### config.mk
export PLATFORM = sky130hd
export DESIGN_NAME = uart_bit_timer_flat
export DESIGN_NICKNAME = d
export VERILOG_FILES = /design/src/rtl/uart_bit_timer_if.sv /design/src/rtl/uart_bit_timer.sv /design/src/flat_wrapper.sv
export SDC_FILE = /design/constraint.sdc
export NUM_CORES = 1
export LEC_CHECK = 0
export BUFFER_PORTS_ARGS = -buffer_cell sky130_fd_sc_hd__buf_4
export CAP_MARGIN = 20
export CORE_MARGIN = 8
export CORE_UTILIZATION = 60
export CTS_CLUSTER_DIAMETER = 100
export CTS_CLUSTER_SIZE = 40
export DETAILED_ROUTE_END_ITERATION = 6
export GPL_ROUTABILITY_DRIVEN = 1
export GPL_TIMING_DRIVEN = 0
export PLACE_DENSITY = 0.87
export SLEW_MARGIN = 5
export SYNTH_ARGS = -nofsm -noshare
export SYNTH_HDL_FRONTEND = slang
export SYNTH_SLANG_ARGS = --single-unit
### constraint.sdc
create_clock -name clk_50M -period 3.1 [get_ports clk_50M]
set_input_delay 0.155 -clock clk_50M [delete_from_list [all_inputs] [get_ports clk_50M]]
set_output_delay 0.155 -clock clk_50M [all_outputs]
set_load 0.03 [all_outputs]
### src/rtl/uart_bit_timer_if.sv
// Frame request / bit-timing handshake between the TX shift register (master)
// and the bit timer (slave).
interface uart_bit_timer_if;
  logic       start;
  logic       abort;
  logic [1:0] baud_sel;
  logic       tick;
  logic       mid_tick;
  logic [3:0] bit_idx;
  logic       busy;
  logic       done;

  modport master (output start, abort, baud_sel,
                  input  tick, mid_tick, bit_idx, busy, done);
  modport slave  (input  start, abort, baud_sel,
                  output tick, mid_tick, bit_idx, busy, done);
endinterface

### src/rtl/uart_bit_timer.sv
// UART TX bit-timing generator: one tick per bit period over FRAME_BITS bits.
// Optional mid-bit pulse enabled by defining UART_BIT_TIMER_MID_EN.
module uart_bit_timer #(
  parameter int DIV0       = 5208,
  parameter int DIV1       = 2604,
  parameter int DIV2       = 868,
  parameter int DIV3       = 434,
  parameter int CNT_W      = 13,
  parameter int FRAME_BITS = 11
) (
  input  logic            clk_50M,
  input  logic            reset_n,
  uart_bit_timer_if.slave bus
);
  // div_r is one bit wider than the counter so a divisor of 2^CNT_W fits.
  localparam int DW = CNT_W + 1;

  typedef enum logic {IDLE, RUN} state_t;

  state_t            state_r, state_nx;
  logic [CNT_W-1:0]  cnt_r;
  logic [DW-1:0]     div_r, sel_div;
  logic [3:0]        idx_r;
  logic              done_r;
  logic              busy, tick, mid, accept, last;

  always_comb begin
    sel_div = DW'(DIV0);
    case (bus.baud_sel)
      2'd0: sel_div = DW'(DIV0);
      2'd1: sel_div = DW'(DIV1);
      2'd2: sel_div = DW'(DIV2);
      2'd3: sel_div = DW'(DIV3);
      default: sel_div = DW'(DIV0);
    endcase
  end

  always_ff @(posedge clk_50M or negedge reset_n)
    if (!reset_n) state_r <= IDLE;
    else          state_r <= state_nx;

  always_comb begin
    state_nx = state_r;
    case (state_r)
      IDLE: if (accept)       state_nx = RUN;
      RUN:  if (bus.abort || last) state_nx = IDLE;
      default:                state_nx = IDLE;
    endcase
  end

  always_comb begin
    busy   = (state_r == RUN);
    tick   = busy && ({1'b0, cnt_r} == div_r - DW'(1));
    accept = !busy && bus.start && !bus.abort;
    last   = tick && (idx_r == 4'(FRAME_BITS - 1));
`ifdef UART_BIT_TIMER_MID_EN
    mid    = busy && ({1'b0, cnt_r} == (div_r >> 1) - DW'(1));
`else
    mid    = 1'b0;
`endif
  end

  always_ff @(posedge clk_50M or negedge reset_n)
    if (!reset_n) begin
      cnt_r  <= '0;
      idx_r  <= '0;
      div_r  <= DW'(DIV0);
      done_r <= 1'b0;
    end else begin
      // abort beats the final tick, so a cancelled frame never reports done
      done_r <= last && !bus.abort;
      if (accept) begin
        div_r <= sel_div;
        cnt_r <= '0;
        idx_r <= '0;
      end else if (busy) begin
        if (bus.abort || last) begin
          cnt_r <= '0;
          idx_r <= '0;
        end else if (tick) begin
          cnt_r <= '0;
          idx_r <= idx_r + 4'd1;
        end else begin
          cnt_r <= cnt_r + CNT_W'(1);
        end
      end
    end

  assign bus.tick     = tick;
  assign bus.mid_tick = mid;
  assign bus.bit_idx  = idx_r;
  assign bus.busy     = busy;
  assign bus.done     = done_r;
endmodule

### src/flat_wrapper.sv
// flat-port wrapper written by rule: the top's interface ports become plain ports
module uart_bit_timer_flat 
#(
  parameter int DIV0       = 5208,
  parameter int DIV1       = 2604,
  parameter int DIV2       = 868,
  parameter int DIV3       = 434,
  parameter int CNT_W      = 13,
  parameter int FRAME_BITS = 11
)
  (clk_50M, reset_n, bus_start, bus_abort, bus_baud_sel, bus_tick, bus_mid_tick, bus_bit_idx, bus_busy, bus_done);
  uart_bit_timer_if bus_i ();
  input  logic clk_50M;
  input  logic reset_n;
  input wire logic [$bits(bus_i.start)-1:0] bus_start;
  input wire logic [$bits(bus_i.abort)-1:0] bus_abort;
  input wire logic [$bits(bus_i.baud_sel)-1:0] bus_baud_sel;
  output wire logic [$bits(bus_i.tick)-1:0] bus_tick;
  output wire logic [$bits(bus_i.mid_tick)-1:0] bus_mid_tick;
  output wire logic [$bits(bus_i.bit_idx)-1:0] bus_bit_idx;
  output wire logic [$bits(bus_i.busy)-1:0] bus_busy;
  output wire logic [$bits(bus_i.done)-1:0] bus_done;
  assign bus_i.start = bus_start;
  assign bus_i.abort = bus_abort;
  assign bus_i.baud_sel = bus_baud_sel;
  assign bus_tick = bus_i.tick;
  assign bus_mid_tick = bus_i.mid_tick;
  assign bus_bit_idx = bus_i.bit_idx;
  assign bus_busy = bus_i.busy;
  assign bus_done = bus_i.done;
  uart_bit_timer #(.DIV0(DIV0), .DIV1(DIV1), .DIV2(DIV2), .DIV3(DIV3), .CNT_W(CNT_W), .FRAME_BITS(FRAME_BITS)) u_core (.clk_50M(clk_50M), .reset_n(reset_n), .bus(bus_i));
endmodule
==> reports/metrics.sh, run 1 <==
FINALMAXSLEWVIOLATIONS=0
CRITICALPATHCATEGORY='register to output pin'
RATIO_OF_CELLS_WITH_DRIVE_ABOVE_1_IN_THE_FINAL_LAYOUT_PCT=17.1
SYNTH.NET_COUNT=239
ANTENNADIODECOUNT=0
POST-SYNTH-TOP-AREA-FRACTION_PCT=30.8
GRT_MAX_DEGREE=29
POST_SYNTH_INST_COUNT=225
SYN_AREA_MM2=0.00195
TIGHTEST_SLEW_NS=0.609
SYN_TO_FINAL_GROWTH_PCT=13.4
STARTPOINT_TYPE='register'
POSTLAYOUTSETUPSLACKWORST_NS=0.148
ROUTE.DETAILED.VIAS_PER_INST=5.81
DESIGN.FINAL.NETS=260
MIN_PATH_TYPE='input port to register'
WORSTPATHARRIVAL_NS=2.80
WORST_R2R_STARTPOINT='u_core.div_r[7]'
MIN_PERIOD_NS=2.95
DRT_PRE_ANTENNA_ITERS=5
HOLD_VIOLATIONS=0
SETUP_VIOLATIONS=0
REGTOREGENDPOINT='u_core.bus.bit_idx[3]'
TIMING.HOLD.WORST.START='bus_start'
GRT_ANTENNA_BEFORE_REPAIR=0
CRIT_REQUIRED_NS=2.94
CTS.PATH.MAX_BUFFERS=2
SYNTH-EDFF-COUNT=0
HOLD-WORST-SLACK_NS=0.0969
VIA_COUNT_OF_THE_FIRST_GLOBAL_ROUTING_PASS=1646
DETAIL_ROUTE.ITER0.VIOLATIONS=162
DIE_H_UM=73.0
FMAXACHIEVABLE_MHz=339
CRIT_PATH_END_KIND='output pin'
MEAN_POST_SYNTH_CELL_AREA_UM2=8.67
CLK-INSERTION-DELAY-LATE_NS=0.33
RUN_STATUS='completed'
INITIAL_UTILIZATION_PCT=63.4
DRC=0
GLOBALPLACE.CONGESTION=0.896
DP_HPWL_UM=3070
DIE-AREA_MM2=0.00533
DIE_WIDTH_UM=73.0
FINAL_CORE_UTIL_PCT=71.9
RRSETUPSLACK_NS=0.19
CTS_TREE='built'
ROOT_BUFFER='sky130_fd_sc_hd__clkbuf_4'
SYNTH.LARGEST_AREA_CELL='sky130_fd_sc_hd__dfrtp_1'
ROUTED_WIRE_LENGTH_PER_INSTANCE_UM=14.5
PLACED_INSTANCES=281
FINAL.PERIOD_UTILIZATION_PCT=95.2
CTS-HTREE-LEVELS=1
CLOCK_SINKS=28
YOSYS-TOP-CELLS-AREA='sky130_fd_sc_hd__dfrtp_1 31%, sky130_fd_sc_hd__nand2_1 6.7%, sky130_fd_sc_hd__dfstp_2 5.4%, sky130_fd_sc_hd__ha_1 5.1%, sky130_fd_sc_hd__o21ai_0 3.6%'
REG2REG_DEPTH=9
MAX_SLEW_MARGIN_PCT=59.0
PLACEMENT.IO_BUFFERS=12
LAYOUT.CELLS.NON_FILLER=289
DOMINANTREGCELLSYNTH='sky130_fd_sc_hd__dfrtp_1'
VDD_IR_DROP_MAX_mV=0.316
CRIT_PATH_FROM='u_core.div_r[9]'
HOLDPATHEND='u_core.bus.busy'
SYNTHESIS.YOSYS.WARNINGS=0
WIRELENGTH_UM=4200
YOSYSSEQAREASHARE_PCT=36.2
NUMBER_OF_PRIMARY_I_O_PINS=14
SYNTH_CELL_TYPES=55
GRT_USAGE_PCT=17.4
FINALPOWER_uW=881
GR-TOTAL-OVERFLOW=0
DETAIL-ROUTE-ANTENNA-NETS=0
TIMING.CRITICAL_PATH.FANOUT_MAX=7
YS_FF_LATCH=28
LEAKAGE_POWER_uW=0.000945
CTS_BUFFERS=3
CORE.ROWCOUNT=20
DRV.MAX_CAP_VIOLATION_COUNT=0
VIAS=1679
POWER.DENSITY_CELL_AREA_mW_PER_MM2=398
TIMING.HOLD.WORST_PATH_DEPTH=3
GRT_FIRST_PASS_WIRELENGTH_UM=7530
SYNTHARSTFLOPSHARE_PCT=100
CLKTRANSATPATHREGS_NS=0.14
SKEW_NS=0.0125
COREAREA_MM2=0.00308
PRE_CTS_WS_NS=0.112
-- area by class of cell --
cell class | instances | area (um2)
flip-flops and latches | 28 | 707
inverters | 7 | 26.3
well taps | 44 | 55.1
fillers | 235 | 866
clock buffers | 4 | 36.3
plain buffers | 11 | 62.6
multi-input cells | 179 | 1200
repair buffers | 16 | 129
-- worst max-delay path, cell delays in order, from the launching register on --
cell	delay [ns]
sky130_fd_sc_hd__dfrtp_2	0.47
sky130_fd_sc_hd__inv_1	0.13
sky130_fd_sc_hd__ha_2	0.21
sky130_fd_sc_hd__or3b_2	0.48
sky130_fd_sc_hd__nor4_2	0.19
sky130_fd_sc_hd__o2111ai_2	0.21
sky130_fd_sc_hd__nand2b_4	0.19
sky130_fd_sc_hd__a2111oi_4	0.39
sky130_fd_sc_hd__buf_6	0.19
-- layer usage --
| metal | up-vias | wire, um | track usage (%) |
|---|---|---|---|
| li1 | 848 | - | - |
| met2 | 41 | 1960 | 27.2 |
| met5 | - | 0 | 0 |
| met3 | 6 | 202 | 3.30 |
| met1 | 784 | 1990 | 23.4 |
| met4 | 0 | 51 | 5.56 |
-- cells in the final DEF, fill, tap and decap left out, types with 4 or more instances in the layout --
master                      n
sky130_fd_sc_hd__nand3_1    9
sky130_fd_sc_hd__ha_1       7
sky130_fd_sc_hd__a22o_1     5
sky130_fd_sc_hd__nand2_1   35
sky130_fd_sc_hd__dfrtp_1   23
sky130_fd_sc_hd__nor3_1     8
sky130_fd_sc_hd__o31ai_1    7
sky130_fd_sc_hd__a21oi_1    9
sky130_fd_sc_hd__xor2_1     7
sky130_fd_sc_hd__and3_1     6
sky130_fd_sc_hd__clkbuf_1   6
sky130_fd_sc_hd__dfstp_2    4
sky130_fd_sc_hd__nand2b_1   8
sky130_fd_sc_hd__o21ai_0   14
sky130_fd_sc_hd__nor2_1    11
sky130_fd_sc_hd__xnor2_1    5
sky130_fd_sc_hd__inv_1      7
sky130_fd_sc_hd__buf_4     14
-- report_power, final --
| part | internal [uW] | leakage [uW] | switching (uW) |
|---|---|---|---|
| clock | 72.0 | 0.0000210 | 107 |
| sequential | 399 | 0.000364 | 39.3 |
| combinational | 111 | 0.000560 | 153 |
| total | 582 | 0.000945 | 299 |
-- synthesized netlist by cell type, types with 7 or more instances --
master / n
sky130_fd_sc_hd__nor3_1: 8
sky130_fd_sc_hd__ha_1: 8
sky130_fd_sc_hd__a21oi_1: 9
sky130_fd_sc_hd__xor2_1: 7
sky130_fd_sc_hd__nand2b_1: 9
sky130_fd_sc_hd__inv_1: 7
sky130_fd_sc_hd__dfrtp_1: 24
sky130_fd_sc_hd__o21ai_0: 14
sky130_fd_sc_hd__nand2_1: 35
sky130_fd_sc_hd__nand3_1: 9
sky130_fd_sc_hd__nor2_1: 11
sky130_fd_sc_hd__o31ai_1: 7
-- logic make-up (layout without fill, tap and decap cells) --
kind of cell / count (synthesis) / count (layout) / synth area share [%]
buf+inv: 18 / 38 / 4.55
simple gates: 104 / 104 / 28.5
xor+xnor: 12 / 12 / 5.39
fa+ha+maj: 8 / 8 / 5.13
flops: 28 / 28 / 36.2
compound gates: 54 / 54 / 20.1
other cells: 1 / 1 / 0.192
-- how the worst max path moves through the flow --
stage	to	slack, ns
final	bus_tick	0.15
after global routing	bus_tick	-0.0002
after CTS	bus_tick	0.04
after detailed placement	bus_tick	0.11
after global placement	bus_tick	0.11
after floorplan	u_core.bus.bit_idx[1]	0.13
-- state kept, by name (all words and copies together), names as in the netlist --
name,cells
u_core.bus.busy,1
u_core.cnt_r,13
u_core.div_r,9
u_core.bus.bit_idx,4
u_core.bus.done,1
-- stage by stage --
step | setup TNS [ns] | area [um2]
floorplan | 0 | 1950
global placement | 0 | 2100
detailed placement | 0 | 2100
CTS | 0 | 2180
global route | -0.000229 | 2210
finish | 0 | 2210
-- repair_timing --
action	4_1_cts	5_1_grt
resized for setup	2	6
buffers inserted	1	1
pin swaps	1	3
hold endpoints to repair	26	0
hold buffers	2	0
endpoints found under the setup margin	1	1
No activity file was read; power rests on OpenSTA's default activity.
==> run 2: changes to the inputs <==
==> constraint.sdc (replaced) <==
create_clock -name clk_50M -period 3.1 [get_ports clk_50M]
set_input_delay 0.775 -clock clk_50M [delete_from_list [all_inputs] [get_ports clk_50M]]
set_output_delay 0.775 -clock clk_50M [all_outputs]
set_load 0.03 [all_outputs]
==> reports/metrics.sh, run 2 (synthesis gave the netlist of run 1 again) <==
LARGEST_REGISTER_FFS=13
GLOBALPLACE.CONGESTION=0.919
AREA_OF_COMBINATIONAL_CELLS_WITH_MULTIPLE_INPUTS_MM2=0.00128
SEQ_AREA_UM2=707
SYN_TO_FINAL_GROWTH_PCT=25.6
MIN_PERIOD_NS=3.43
TOP_SIGNAL_LAYER_USED='met4'
FMAXACHIEVABLE_MHz=291
COREAREA_MM2=0.00308
FINISHED_CELL_AREA_MM2=0.00245
PLACED_INSTANCES=281
CRIT_PATH_MAX_INCR_DELAY_NS=0.57
POSTLAYOUTSETUPSLACKWORST_NS=-0.333
DETAILROUTE.WIRELENGTH.MET2_UM=2430
GRT_ANTENNA_BEFORE_REPAIR=0
CLKTRANSATPATHREGS_NS=0.18
GRT_MAX_DEGREE=29
DIE_WIDTH_UM=73.0
RUN_STATUS='complete, but fails checks'
CTS_TREE='built'
LAYOUT.CELLS.MOST_COMMON_LIST='35 x sky130_fd_sc_hd__nand2_1, 29 x sky130_fd_sc_hd__buf_4, 23 x sky130_fd_sc_hd__dfrtp_1'
DPL_CELL_AREA_MM2=0.00211
RATIO_OF_CELLS_WITH_DRIVE_ABOVE_1_IN_THE_FINAL_LAYOUT_PCT=25.2
VIA_COUNT_OF_THE_FIRST_GLOBAL_ROUTING_PASS=1746
TIMING.CRITICAL_PATH.FANOUT_MAX=8
INITIAL_UTILIZATION_PCT=63.4
PRE_CTS_WS_NS=-0.246
STARTPOINT_TYPE='register'
LEAKAGE_POWER_uW=0.00104
WIRELENGTH_UM=5270
CTS-HTREE-LEVELS=1
VIOLATIONS='negative setup slack'
DESIGN.FINAL.NETS=273
NUMBER_OF_PRIMARY_I_O_PINS=14
LAYOUT.CELLS.NON_FILLER=302
GRT_FIRST_PASS_WIRELENGTH_UM=8200
MAX_FLOP_REGISTER='u_core.cnt_r'
DIE_H_UM=73.0
ROOT_BUFFER='sky130_fd_sc_hd__clkbuf_4'
DRC=0
CRITPATHBUFINV=1
SETUP_REPAIR_AFTER_GLOBAL_ROUTING_MISSED_ITS_MARGIN='true'
FINALMAXSLEWVIOLATIONS=0
DP_HPWL_UM=3170
POWER.DENSITY_CELL_AREA_mW_PER_MM2=432
CORE.ROWCOUNT=20
FINAL.PERIOD_UTILIZATION_PCT=111
VDD_IR_DROP_MAX_mV=0.268
ANTENNADIODECOUNT=0
FINALSETUPTNS_NS=-0.333
WORST_PATH_MAX_DELAY_CELL='sky130_fd_sc_hd__dfrtp_1'
CTS.PATH.MAX_BUFFERS=2
ROUTE.DETAILED.VIAS_PER_INST=6.13
SETUP_VIOLATIONS=1
WL_MET1_UM=2440
CRIT_PATH_END_KIND='output pin'
GRT_USAGE_PCT=19.2
ROUTED_WIRE_LENGTH_PER_INSTANCE_UM=17.5
VIAS=1851
ROUTED-WL-MET3_UM=324
CRIT_REQUIRED_NS=2.32
DRV.MAX_CAP_VIOLATION_COUNT=0
NUM-FILL-CELLS=191
CP_TOP_FAMILY='simple AND/OR/NAND/NOR gates'
DRT_PRE_ANTENNA_ITERS=4
MIN_PATH_TYPE='input port to async pin'
GR-TOTAL-OVERFLOW=0
TIMING.CRITICAL_PATH.CELLS='nor4_4 > nand2_1 > or4_4 > a2111oi_4 > buf_4'
MOSTFREQUENTLAYOUTCELL='sky130_fd_sc_hd__nand2_1'
WORSTPATHARRIVAL_NS=2.66
CLOCK_SINKS=28
CLK-INSERTION-DELAY-LATE_NS=0.35
DIE-AREA_MM2=0.00533
CTS_BUFFERS=3
DETAIL_ROUTE.ITER0.VIOLATIONS=200
FINAL_CORE_UTIL_PCT=79.6
PLACEMENT.IO_BUFFERS=12
CRITICALPATHCATEGORY='register to output pin'
DETAIL-ROUTE-ANTENNA-NETS=0
HOLD_VIOLATIONS=0
SKEW_NS=0.0195
## run 2: final timing paths
check                                 start                to  slack (ns)  cells past startpoint
min in group clk_50M       u_core.div_r[10]  u_core.div_r[10]        0.52                      2
min reg2reg                u_core.div_r[10]  u_core.div_r[10]        0.52                      2
min                                 reset_n   u_core.div_r[7]        0.31                      1
max reg2reg                 u_core.div_r[7]   u_core.cnt_r[9]        0.07                     15
max in group asynchronous           reset_n  u_core.div_r[10]        2.49                      1
max                         u_core.div_r[5]          bus_tick       -0.33                      5
## run 2: what timing repair did
item                                    in CTS  in global routing
setup buffers                               14                  7
gates cloned                                 0                  1
hold buffers                                 0                  0
pin swaps                                   13                  7
resized for setup                           20                  7
endpoints found under the setup margin       1                 19
## run 2: where the power goes
part	total, uW	switching, uW	internal, uW
sequential	463	63.8	400
clock	250	120	131
combinational	344	182	163
## run 2: per-layer routing
layer  track usage (%)  vias up
met5                 0        -
met4              7.33        0
met3              4.12        8
met2              28.9       73
met1              25.9      896
li1                  -      874
## run 2: area by class of cell
cell class | count | share of cell area, %
timing repair buffer | 31 | 10.5
clock buffer | 3 | 0.919
tap | 44 | 2.25
sequential | 28 | 28.9
multi-input combinational | 179 | 52.5
buffer | 9 | 2.60
inverter | 7 | 1.17
clock inverter | 1 | 1.23
## run 2: per-stage QoR
step                      hold WS, ns  power [uW]
after detailed placement        0.503         693
after floorplan                 0.468         630
after global routing            0.322        1100
after CTS                       0.324        1000
final                           0.305        1060
after global placement          0.494         685
==> run 3: changes to the inputs <==
--- a/config.mk
+++ b/config.mk
@@ -5,6 +5,7 @@
 export SDC_FILE = /design/constraint.sdc
 export NUM_CORES = 1
 export LEC_CHECK = 0
+export ABC_AREA = 1
 export BUFFER_PORTS_ARGS = -buffer_cell sky130_fd_sc_hd__buf_4
 export CAP_MARGIN = 20
 export CORE_MARGIN = 8
==> reports/metrics.sh, run 3 <==
WIRELENGTH_UM=4450
SYN_TO_FINAL_GROWTH_PCT=16.4
DRV.MAX_CAP_VIOLATION_COUNT=0
SYNTH_TOP_FAMILY_BY_AREA='simple AND/OR/NAND/NOR gates'
CLOCK_SINKS=28
ANTENNADIODECOUNT=0
YOSYSSEQAREASHARE_PCT=36.0
COMPOUND_CELL_AREA_SHARE_OF_THE_YOSYS_NETLIST_PCT=7.09
CTS_TREE='built'
FINISHED_CELL_AREA_MM2=0.00228
MEAN_POST_SYNTH_CELL_AREA_UM2=7.53
VIA_COUNT_OF_THE_FIRST_GLOBAL_ROUTING_PASS=1710
WORSTPATHARRIVAL_NS=2.18
MAX_FLOP_REGISTER='u_core.cnt_r'
CORE.ROWCOUNT=20
VIAS=1756
MIN_PERIOD_NS=2.95
DIE-AREA_MM2=0.00535
FMAXACHIEVABLE_MHz=339
HOLD-WORST-SLACK_NS=0.299
DIE_H_UM=73.1
FINAL_CORE_UTIL_PCT=74.0
CTS_BUFFERS=3
FINALMAXSLEWVIOLATIONS=0
GRT_MAX_DEGREE=29
CRITICALPATHCATEGORY='register to output pin'
MIN_PATH_TYPE='input port to async pin'
POST_SYNTH_INST_COUNT=260
GR-TOTAL-OVERFLOW=0
NUMBER_OF_PRIMARY_I_O_PINS=14
DIE_WIDTH_UM=73.1
DRC=0
SYNTH.NET_COUNT=274
GRT_ANTENNA_BEFORE_REPAIR=0
SYNTH_COMMON_CELLS='70 x sky130_fd_sc_hd__nand2_1, 33 x sky130_fd_sc_hd__inv_1, 24 x sky130_fd_sc_hd__dfrtp_1, 20 x sky130_fd_sc_hd__nor2_2, 17 x sky130_fd_sc_hd__nor2_1'
PLACEMENT.IO_BUFFERS=12
NUM-FILL-CELLS=214
POST-SYNTH-TOP-AREA-FRACTION_PCT=30.7
SYN_AREA_MM2=0.00196
DPL_CELL_AREA_MM2=0.00210
CLK-INSERTION-DELAY-LATE_NS=0.35
YOSYS.AREA_SHARE.ADDER_PCT=5.11
SKEW_NS=0.0170
FINALPOWER_uW=1040
SYNTH_CELL_TYPES=33
YS_FF_LATCH=28
ROUTE.DETAILED.VIAS_PER_INST=5.29
MOSTFREQUENTLAYOUTCELL='sky130_fd_sc_hd__nand2_1'
DP_HPWL_UM=3200
POWER.DENSITY_CELL_AREA_mW_PER_MM2=458
ROUTED_WIRE_LENGTH_PER_INSTANCE_UM=13.4
SYNTH-SIMPLE-AREA-SHARE_PCT=35.3
YOSYS-TOP-CELLS-AREA='sky130_fd_sc_hd__dfrtp_1 31%, sky130_fd_sc_hd__nand2_1 13%, sky130_fd_sc_hd__nor2_2 6.4%, sky130_fd_sc_hd__inv_1 6.3%, sky130_fd_sc_hd__xor2_1 5.8%'
LARGEST_REGISTER_FFS=13
ROOT_BUFFER='sky130_fd_sc_hd__clkbuf_4'
DRT_PRE_ANTENNA_ITERS=4
CTS-HTREE-LEVELS=1
DESIGN.FINAL.NETS=303
CRIT_PATH_END_KIND='output pin'
DETAIL_ROUTE.ITER0.VIOLATIONS=99
SYNTHMOSTINSTANTIATEDCELL='sky130_fd_sc_hd__nand2_1'
TIMING.CRITICAL_PATH.FANOUT_MAX=4
GLOBALPLACE.CONGESTION=0.914
FINAL.PERIOD_UTILIZATION_PCT=95.3
GRT_FIRST_PASS_WIRELENGTH_UM=7290
CTS.PATH.MAX_BUFFERS=2
LEAKAGE_POWER_uW=0.00111
SETUP_VIOLATIONS=0
COREAREA_MM2=0.00308
INITIAL_UTILIZATION_PCT=63.6
SYNTH.AREA.MUX_SHARE_PCT=0
SYNTHESIS.YOSYS.WARNINGS=0
DOMINANTREGCELLSYNTH='sky130_fd_sc_hd__dfrtp_1'
GRT_USAGE_PCT=17.0
RATIO_OF_CELLS_WITH_DRIVE_ABOVE_1_IN_THE_FINAL_LAYOUT_PCT=25.3
STARTPOINT_TYPE='register'
CLKTRANSATPATHREGS_NS=0.17
POST_SYNTHESIS_SHARE_OF_CELL_AREA_SPENT_ON_XOR_AND_XNOR_GATES_PCT=7.16
HOLD_VIOLATIONS=0
SYNTH.LARGEST_AREA_CELL='sky130_fd_sc_hd__dfrtp_1'
CRIT_REQUIRED_NS=2.32
VDD_IR_DROP_MAX_mV=0.286
SYNTHARSTFLOPSHARE_PCT=100
SYNTH-EDFF-COUNT=0
LAYOUT.CELLS.MOST_COMMON_LIST='70 x sky130_fd_sc_hd__nand2_1, 31 x sky130_fd_sc_hd__inv_1, 24 x sky130_fd_sc_hd__buf_4'
RUN_STATUS='completed'
DETAIL-ROUTE-ANTENNA-NETS=0
run 3: cell types whose count changed after synthesis, sizes merged, moves of 9 or more:
cell | previous run | this run
nand2 | 35 | 71
inv | 7 | 37
nor2 | 12 | 38
a21oi | 10 | 1
nand2b | 9 | 0
run 3: layout make-up:
cell class                 count  area, um2  share of cell area [%]
buffer                         4       37.5                    1.65
clock buffer                   3       22.5                   0.988
clock inverter                 1       30.0                    1.32
inverter                      37        149                    6.53
multi-input combinational    191       1090                    48.0
sequential                    28        707                    31.0
tap                           44       55.1                    2.42
timing repair buffer          24        184                    8.07
run 3: worst max-delay path, cell delays in order, from the launching register on:
cell                      delay [ns]
sky130_fd_sc_hd__dfrtp_1        0.41
sky130_fd_sc_hd__buf_6          0.14
sky130_fd_sc_hd__buf_4          0.15
sky130_fd_sc_hd__buf_4          0.13
sky130_fd_sc_hd__nor2_2         0.12
sky130_fd_sc_hd__nand2_1        0.09
sky130_fd_sc_hd__o21ai_1        0.14
sky130_fd_sc_hd__nand2_1        0.10
sky130_fd_sc_hd__nand2_1        0.07
sky130_fd_sc_hd__nand2_1        0.06
sky130_fd_sc_hd__nor2_2         0.12
sky130_fd_sc_hd__nand3_2        0.11
sky130_fd_sc_hd__inv_2          0.07
sky130_fd_sc_hd__buf_6          0.12
run 3: kinds of logic (layout without fill, tap and decap cells):
logic type | after synthesis | in the layout
DFF | 28 | 28
buffers and inverters | 41 | 69
adders and majority gates | 8 | 8
AOI/OAI and AO/OA | 24 | 24
other | 1 | 1
and+or+nand+nor | 142 | 142
xor gates and xnor gates | 16 | 16
run 3: per-layer routing:
layer	wire length, um	up-vias	track usage [%]
li1	-	871	-
met1	1930	821	20.1
met2	2170	47	29.3
met3	220	17	2.34
met4	125	0	8.44
met5	0	-	0
run 3: stage by stage:
step | std cells | TNS, ns | worst slack, ns
5_1_grt | 332 | -0.00153 | -0.00153
4_1_cts | 320 | 0 | 0.0102
2_1_floorplan | 260 | 0 | 0.694
6_report | 332 | 0 | 0.146
3_3_place_gp | 316 | 0 | 0.448
3_5_place_dp | 316 | 0 | 0.395
run 3: path summary, 6_finish.rpt:
path / slack [ns] / end / start / cells after the start
worst max-delay path: 0.15 / bus_tick / u_core.div_r[7] / 13
min in group clk_50M: 0.54 / u_core.div_r[10] / u_core.div_r[10] / 2
max in group asynchronous: 2.47 / u_core.div_r[10] / reset_n / 1
worst min register to register: 0.54 / u_core.div_r[10] / u_core.div_r[10] / 2
worst min-delay path: 0.30 / u_core.cnt_r[0] / reset_n / 1
worst max register to register: 0.70 / u_core.cnt_r[6] / u_core.div_r[7] / 17
run 3: report_power, final:
part / internal (uW) / total, uW / switching [uW]
Combinational: 136 / 337 / 201
Sequential: 406 / 458 / 52.1
Clock: 131 / 249 / 118
Total: 673 / 1040 / 371
run 3: what timing repair did:
action / 4_1_cts / 5_1_grt
gates resized for setup: 1 / 10
pin swaps: 0 / 7
hold buffers: 0 / 0
endpoints found under the setup margin: 1 / 1
setup buffers: 0 / 12
